**src/rtl/demux_1_2_stream_pkg.sv**
```systemverilog
// Shared definitions for the 1:2 stream demux (autoencoder defines).
// Holds the default word width and the routing FSM state encoding.
package demux_1_2_stream_pkg;

   localparam int DEF_DATA_WIDTH = 16;

   typedef enum logic {
      IDLE  = 1'b0,
      ROUTE = 1'b1
   } state_t;

endpackage

```
**src/rtl/demux_1_2_stream_out_slot.sv**
```systemverilog
// out_slot: one-entry register slice feeding one demux output channel.
// Ports:
//   clk, rst_n      clock, synchronous active-low reset
//   load_i, data_i  write a new word into the slot (sets valid)
//   ready_i         consumer takes the held word this cycle
//   valid_o, data_o registered slot contents
// The upstream only loads when the slot is empty or draining, so a held
// word never changes while valid_o && !ready_i.
module out_slot #(
   parameter int DATA_WIDTH = 16
) (
   input  logic                  clk,
   input  logic                  rst_n,
   input  logic                  load_i,
   input  logic [DATA_WIDTH-1:0] data_i,
   input  logic                  ready_i,
   output logic                  valid_o,
   output logic [DATA_WIDTH-1:0] data_o
);

   logic                  valid_q, valid_d;
   logic [DATA_WIDTH-1:0] data_q, data_d;

   always_comb begin
      valid_d = valid_q;
      data_d  = data_q;
      // A load wins over a drain: the new word replaces the departing one.
      if (load_i) begin
         valid_d = 1'b1;
         data_d  = data_i;
      end else if (valid_q && ready_i) begin
         valid_d = 1'b0;
      end
   end

   always_ff @(posedge clk) begin
      if (!rst_n) begin
         valid_q <= 1'b0;
         data_q  <= '0;
      end else begin
         valid_q <= valid_d;
         data_q  <= data_d;
      end
   end

   assign valid_o = valid_q;
   assign data_o  = data_q;

endmodule

```
**src/rtl/demux_1_2_stream.sv**
```systemverilog
// demux_1_2_stream: routes one word stream to out_1 or out_2 in bursts
// of BURST_LEN words. The channel is picked from select when a burst
// starts (IDLE) and held for the whole burst.
// Ports:
//   clk, rst_n                  clock, synchronous active-low reset
//   in_data/in_valid/in_ready   input stream
//   select                      channel for the next burst (0=out_1, 1=out_2)
//   out_x_data/valid/ready      registered output channels
//   busy                        high while routing a burst
//   burst_done                  one-cycle pulse after a burst's last accept
module demux_1_2_stream
   import demux_1_2_stream_pkg::*;
#(
   parameter int DATA_WIDTH = DEF_DATA_WIDTH,
   parameter int BURST_LEN  = 4
) (
   input  logic                  clk,
   input  logic                  rst_n,
   input  logic [DATA_WIDTH-1:0] in_data,
   input  logic                  in_valid,
   output logic                  in_ready,
   input  logic                  select,
   output logic [DATA_WIDTH-1:0] out_1_data,
   output logic                  out_1_valid,
   input  logic                  out_1_ready,
   output logic [DATA_WIDTH-1:0] out_2_data,
   output logic                  out_2_valid,
   input  logic                  out_2_ready,
   output logic                  busy,
   output logic                  burst_done
);

   localparam logic [7:0] LAST_CNT = 8'(BURST_LEN - 1);

   state_t     state_q, state_d;
   logic       sel_q, sel_d;
   logic [7:0] cnt_q, cnt_d;
   logic       done_q, done_d;
   logic       accept;

   logic [1:0]                 s_load, s_valid, s_ready;
   logic [1:0][DATA_WIDTH-1:0] s_data;

   assign s_ready = {out_2_ready, out_1_ready};

   always_comb begin
      state_d  = state_q;
      sel_d    = sel_q;
      cnt_d    = cnt_q;
      done_d   = 1'b0;
      in_ready = 1'b0;
      accept   = 1'b0;
      s_load   = '0;
      case (state_q)
         IDLE: begin
            // Burst start costs one bubble cycle; select is only looked at here.
            if (in_valid) begin
               sel_d   = select;
               cnt_d   = '0;
               state_d = ROUTE;
            end
         end
         ROUTE: begin
            // Combinational pass-through of the selected consumer's ready.
            in_ready       = !s_valid[sel_q] || s_ready[sel_q];
            accept         = in_valid && in_ready;
            s_load[sel_q]  = accept;
            if (accept) begin
               if (cnt_q == LAST_CNT) begin
                  state_d = IDLE;
                  cnt_d   = '0;
                  done_d  = 1'b1;
               end else begin
                  cnt_d = cnt_q + 8'd1;
               end
            end
         end
         default: state_d = IDLE;
      endcase
   end

   always_ff @(posedge clk) begin
      if (!rst_n) begin
         state_q <= IDLE;
         sel_q   <= 1'b0;
         cnt_q   <= '0;
         done_q  <= 1'b0;
      end else begin
         state_q <= state_d;
         sel_q   <= sel_d;
         cnt_q   <= cnt_d;
         done_q  <= done_d;
      end
   end

   for (genvar g = 0; g < 2; g++) begin : g_slot
      out_slot #(.DATA_WIDTH(DATA_WIDTH)) u_slot (
         .clk     (clk),
         .rst_n   (rst_n),
         .load_i  (s_load[g]),
         .data_i  (in_data),
         .ready_i (s_ready[g]),
         .valid_o (s_valid[g]),
         .data_o  (s_data[g])
      );
   end

   assign out_1_data  = s_data[0];
   assign out_1_valid = s_valid[0];
   assign out_2_data  = s_data[1];
   assign out_2_valid = s_valid[1];
   assign busy        = (state_q == ROUTE);
   assign burst_done  = done_q;

endmodule

```
**config.mk**
```make
export PLATFORM = sky130hd
export DESIGN_NAME = demux_1_2_stream
export DESIGN_NICKNAME = d
export VERILOG_FILES = /design/src/rtl/demux_1_2_stream_pkg.sv /design/src/rtl/demux_1_2_stream_out_slot.sv /design/src/rtl/demux_1_2_stream.sv
export SDC_FILE = /design/constraint.sdc
export NUM_CORES = 1
export LEC_CHECK = 0
export CORE_ASPECT_RATIO = 1.25
export CORE_MARGIN = 4
export CORE_UTILIZATION = 46
export DETAILED_ROUTE_END_ITERATION = 16
export PLACE_DENSITY_LB_ADDON = 0.12
export SETUP_SLACK_MARGIN = 0.4
export SLEW_MARGIN = 30
export SYNTH_ARGS = -nofsm -noshare
export SYNTH_HDL_FRONTEND = slang
export SYNTH_SLANG_ARGS = --single-unit
```
**constraint.sdc**
```tcl
create_clock -name clk -period 2.1 [get_ports clk]
set_clock_uncertainty 0.15 [all_clocks]
set_input_delay 0.21 -clock clk [delete_from_list [all_inputs] [get_ports clk]]
set_output_delay 0.21 -clock clk [all_outputs]
set_load 0.05 [all_outputs]
```
Word level (Yosys, flattened, before mapping)
Cells that the tools add are included.

cells by class
  $add $sub $neg = 1
  $lt $le $gt $ge = 2
  eq/ne operators = 3
  multiplexer cells = 21
  bitwise gates (word level) = 2
  reductions and logical operators = 11

operators with widths
  operator                                                                       number
  8-bit 2-to-1 mux                                                               3
  8-bit case mux with 2 select lines                                             1
  1-bit 2-to-1 mux                                                               14
  8-bit by 1-bit adder with 8-bit output (second input constant)                 1
  8-bit by 2-bit == test with 1-bit output (second input constant)               1
  1-bit logical AND                                                              4
  2-bit AND reduction                                                            2
  2-bit nonzero test                                                             2
  3-bit AND reduction                                                            1
  2-bit bitwise AND                                                              1
  1-bit by 2-bit less-than comparator with 1-bit output (second input constant)  1
  2-bit 2-to-1 mux                                                               1
  2-bit by 1-bit != test with 1-bit output (second input constant)               1
  2-bit != test (second input constant)                                          1
  1-bit case mux with 2 select lines                                             1
  1-bit demux with 1-bit select                                                  1
  1-bit greater-or-equal comparator (second input constant)                      1
  1-bit logical NOT                                                              1
  1-bit logical OR                                                               1
  1-bit inverter                                                                 1

word-level totals
  register bits after elaboration = 45
  bits of input ports = 22
  output and inout port bits = 37
  word-level logic and storage cells = 48

Depth between registers and ports, before layout
  word-level depth = 8
  mapped depth = 6
  depth with buffers taken out = 5

Hierarchy
From an unflattened synthesis, not the netlist that was laid out.

second synthesis, totals
  cell total of the unflattened synthesis = 177
  area, all modules = 1884.3 um^2

by module, submodules not included
  module            times used  cells an instance  area each (um^2)  seq. area each (um^2)
  out_slot          2           54                 649.4             340.3
  demux_1_2_stream  1           69                 585.6             220.2

Worst setup path after synthesis
Ideal clock, no wire load.

  path kind = register to output
  start point = register state_q, in the netlist busy
  end point = output in_ready
  arrival = 2.142 ns
  required time = 1.740 ns
  slack = -0.402 ns
  stages on the path, launching flop included = 3
  path buffers = 1
  cell sequence = dfxtp_1 > buf_2 > nor3b_1

on the way
  longest elaborated chain between the ends = 1

RTL lines
  element                 line                    RTL
  from (decl)             demux_1_2_stream.sv:35  state_t state_q, state_d;
  from (signal assigned)  demux_1_2_stream.sv:89  state_q <= state_d;
  1-bit 2-to-1 mux        demux_1_2_stream.sv:54  case (state_q)
  to (decl)               demux_1_2_stream.sv:21  output logic in_ready,

Every way passes these cells.

Final worst setup path
  start point = input out_2_ready
  end point = output in_ready

on the way
  longest elaborated chain between the ends = 4

RTL lines
  element                                              line                    RTL
  from (decl)                                          demux_1_2_stream.sv:28  input logic out_2_ready,
  1-bit 2-to-1 mux (implied by the code) (2 in a row)  demux_1_2_stream.sv:65  in_ready = !s_valid[sel_q] || s_ready[sel_q];
  1-bit logical OR                                     demux_1_2_stream.sv:65
  1-bit 2-to-1 mux                                     demux_1_2_stream.sv:54

Every way passes these cells. The select of a mux whose other input is x is not followed.

==> flow_summary.json <==
{
  "gr-usage-met1_pct": 21.9,
  "antennaDiodeCount": 0,
  "synth.top_cell.area_share_pct": 47.7,
  "max_cap_violation_count": 0,
  "global_route_wire_length_before_repair_mm": 7.67,
  "finish.instance_area_mm2": 0.00269,
  "worstSetupEndpointType": "output port",
  "cts_root_buf": "sky130_fd_sc_hd__clkbuf_8",
  "dominantRegCellSynth": "sky130_fd_sc_hd__dfxtp_1",
  "worstReg2RegStart": "cnt_q[1]",
  "number_of_enable_type_register_cells_in_the_synthesized_netlist": 0,
  "globalRoute.totalOverflow": 0,
  "total_leakage_power_uw": 0.00108,
  "port_buffers": 58,
  "power_frac_comb_pct": 14.0,
  "report.final.slew_viol_count": 0,
  "cellInternalPower_uw": 1320,
  "yosysUniqueCellTypes": 36,
  "fin_crit_sh_pct": 78.6,
  "first_global_vias": 1685,
  "multi_input_area_um2": 968,
  "ys_warn_count": 0,
  "iteration_0_drc_count_of_the_detailed_router": 70,
  "synthesis.area_per_instance_um2": 8.58,
  "area.sequential_um2": 910,
  "hold_path.startpoint": "g_slot[0].u_slot.data_o[6]",
  "clk-insertion-delay-late_ns": 0.29,
  "post_route_cells_drive_above_1_share_pct": 13.5,
  "timing.critical_path.arrival_ns": 1.29,
  "fin_hold_ws_ns": 0.305,
  "route.detailed.wl_per_inst_um": 13.2,
  "worst_setup_hold_path_clk_slew_ns": 0.08,
  "postSynthNetCount": 243,
  "grt_max_degree": 45,
  "rsz0062_at_grt": "yes",
  "syn_to_final_growth_pct": 42.3,
  "run_status": "complete, no violations",
  "post-route-min-period_ns": 1.65,
  "synth_common_cells": "sky130_fd_sc_hd__nand2_1 (76), sky130_fd_sc_hd__dfxtp_1 (45), sky130_fd_sc_hd__a21boi_0 (23), sky130_fd_sc_hd__a21boi_1 (10)",
  "timing_worst_slew_pin_value_ns": 0.514,
  "clock_tree.htree_level_count": 2,
  "cts_tree": "yes",
  "power_frac_seq_pct": 50.4,
  "swShare_pct": 25.2,
  "worst-setup-path-type": "in -> out",
  "drcViolationCount": 0,
  "switchingPower_uw": 447,
  "fp-row-count": 25,
  "die_area_mm2": 0.00520,
  "preCtsSetupSlack_ns": 0.139,
  "synth-async-reset-ratio_pct": 0,
  "design.final.nets": 305,
  "avgViaCountPerCell": 5.07,
  "power_density_mw_per_mm2": 659,
  "synth_most_common_cell": "sky130_fd_sc_hd__nand2_1",
  "maxSlewHeadroom_pct": 65.9,
  "maxClockFrequency_ghz": 0.606,
  "cp_data_required_time_ns": 1.74,
  "detailed_place.area_mm2": 0.00256,
  "clock_tree.buffer_depth": 2,
  "via_count": 1702,
  "setup_viol_count_final": 0,
  "initial_core_util_pct": 48.7,
  "postLayoutCoreUtil_pct": 69.3,
  "gr-usage-met2_pct": 32.5,
  "core_region_area_mm2": 0.00388,
  "post-synth-top-area-cell": "sky130_fd_sc_hd__dfxtp_1",
  "boundaryPins": 59,
  "worstSetupStartpoint": "out_2_ready",
  "die_height_um": 79.6,
  "worstSetupStartpointType": "input pin",
  "tritoncts.num_buffers": 5,
  "final.setup.tns_ns": 0,
  "timing.critical_path.max_delay_family": "buffers and inverters",
  "horiz_die_dim_um": 65.3,
  "fillerInstances": 358,
  "synth.yosys.seq_area_share_pct": 47.7,
  "route.antenna.remaining_nets": 0,
  "cts_hold_buffers": 0,
  "gp_routability_congestion": 0.911,
  "peakVddDrop_v": 0.000454,
  "synth.ff_latch_count": 45,
  "critical_path.cell_chain": "clkdlybuf4s50_1 > and3b_4 > nor3b_4 > buf_12",
  "post-dp-hpwl_mm": 3.12,
  "synthTopCellsByArea": "sky130_fd_sc_hd__dfxtp_1 (48%), sky130_fd_sc_hd__nand2_1 (15%), sky130_fd_sc_hd__a21boi_0 (9.1%), sky130_fd_sc_hd__a21boi_1 (4.0%), sky130_fd_sc_hd__buf_2 (1.6%)",
  "globalRouteMet3Util_pct": 4.65,
  "synth_cells": 220,
  "clk_pwr_share_pct": 35.6,
  "worst_path_largest_cell_delay_ns": 0.47,
  "setup_ws_ns": 0.449,
  "syn_area_mm2": 0.00189,
  "critical_path.slowest_cell": "sky130_fd_sc_hd__clkdlybuf4s50_1",
  "grt_most_used_layer": "met2",
  "report.final.hold_viol_count": 0,
  "antenna_violations_before_repair": 0,
  "global_route.usage.total_pct": 18.7,
  "worst-path-buf-inv": 2,
  "critical_path_peak_fanout": 4,
  "numClockSinks": 45,
  "wl_mm": 4.43,
  "dr.pass1.iters": 4,
  "min_path_type": "reg -> reg"
}
-- cells by family (layout without fill, tap and decap cells) --
| family | count (synthesis) | in the layout | share of synthesized area (%) |
|---|---|---|---|
| AO/OA/AOI/OAI | 49 | 49 | 19.4 |
| adder cells (fa/ha/maj) | 1 | 1 | 0.663 |
| buffers and inverters | 15 | 77 | 3.84 |
| flip-flops | 45 | 45 | 47.7 |
| multiplexers | 2 | 2 | 1.06 |
| AND/OR/NAND/NOR | 108 | 108 | 27.4 |
-- metal layers --
| metal | vias up | share of wire [%] | wire length, um |
|---|---|---|---|
| li1 | 869 | - | - |
| met1 | 790 | 45 | 2010 |
| met2 | 39 | 49 | 2180 |
| met3 | 4 | 4.4 | 194 |
| met4 | 0 | 0.99 | 44 |
| met5 | - | 0 | 0 |
-- power by group through the flow --
stage	clock network [uW]	registers (uW)	logic, uW
5_1_grt	686	897	265
3_5_place_dp	0	914	255
2_1_floorplan	0	971	87.8
4_1_cts	644	894	246
6_report	630	892	247
3_3_place_gp	0	914	253
-- path summary, 6_finish.rpt --
path                                 to  slack [ns]  cells after the start
max                            in_ready        0.45                      4
min reg2reg  g_slot[0].u_slot.data_o[6]        0.30                      2
min          g_slot[0].u_slot.data_o[6]        0.30                      2
max reg2reg                    cnt_q[4]        0.52                      5
-- state kept, by name, summed over array words and instances (netlist names) --
| register | count |
|---|---|
| burst_done | 1 |
| g_slot.u_slot.valid_o | 2 |
| cnt_q | 8 |
| busy | 1 |
| g_slot.u_slot.data_o | 32 |
| sel_q | 1 |
-- what timing repair did --
item	in CTS	in global routing
pin swaps	3	3
resized for setup	43	5
setup buffers	2	2
setup endpoints to repair	57	11
endpoints found under the hold margin	0	0
gates cloned	0	0
-- cells in the final DEF, fill, tap and decap left out, types with 2 or more instances in the layout --
cell	n
sky130_fd_sc_hd__dfxtp_1	40
sky130_fd_sc_hd__a21boi_1	10
sky130_fd_sc_hd__a21boi_0	23
sky130_fd_sc_hd__and3_1	2
sky130_fd_sc_hd__buf_4	9
sky130_fd_sc_hd__clkdlybuf4s50_1	21
sky130_fd_sc_hd__a31oi_1	4
sky130_fd_sc_hd__nor4b_4	2
sky130_fd_sc_hd__nor2_1	3
sky130_fd_sc_hd__nand3_1	6
sky130_fd_sc_hd__mux2i_1	2
sky130_fd_sc_hd__nor2b_1	3
sky130_fd_sc_hd__nand2_2	3
sky130_fd_sc_hd__dfxtp_2	4
sky130_fd_sc_hd__nor3_1	2
sky130_fd_sc_hd__dlygate4sd2_1	35
sky130_fd_sc_hd__o32ai_1	3
sky130_fd_sc_hd__nor3b_4	2
sky130_fd_sc_hd__buf_12	2
sky130_fd_sc_hd__o21ai_0	4
sky130_fd_sc_hd__clkbuf_8	5
sky130_fd_sc_hd__nand2_1	75
sky130_fd_sc_hd__inv_1	2
sky130_fd_sc_hd__a21oi_1	2
-- metrics by stage --
step / total power, uW / instances
3_3_place_gp: 1170 / 325
3_5_place_dp: 1170 / 325
2_1_floorplan: 1060 / 220
5_1_grt: 1850 / 336
4_1_cts: 1780 / 334
6_report: 1770 / 336
-- layout make-up --
class                   count  share of cell area (%)
repair buffers             68                    23.4
multi-input cells         160                    36.1
clock inverters             2                    1.30
flip-flops and latches     45                    33.9
clock buffers               5                    2.56
inverters                   2                   0.279
well taps                  54                    2.52
-- worst register-to-register path, delay by kind of cell (launching register included) --
kind | cells | cell delay, ns
flops | 1 | 0.38
fa+ha+maj | 1 | 0.23
compound gates | 2 | 0.33
simple gates | 2 | 0.37
Power figures use the tool's default switching activity.
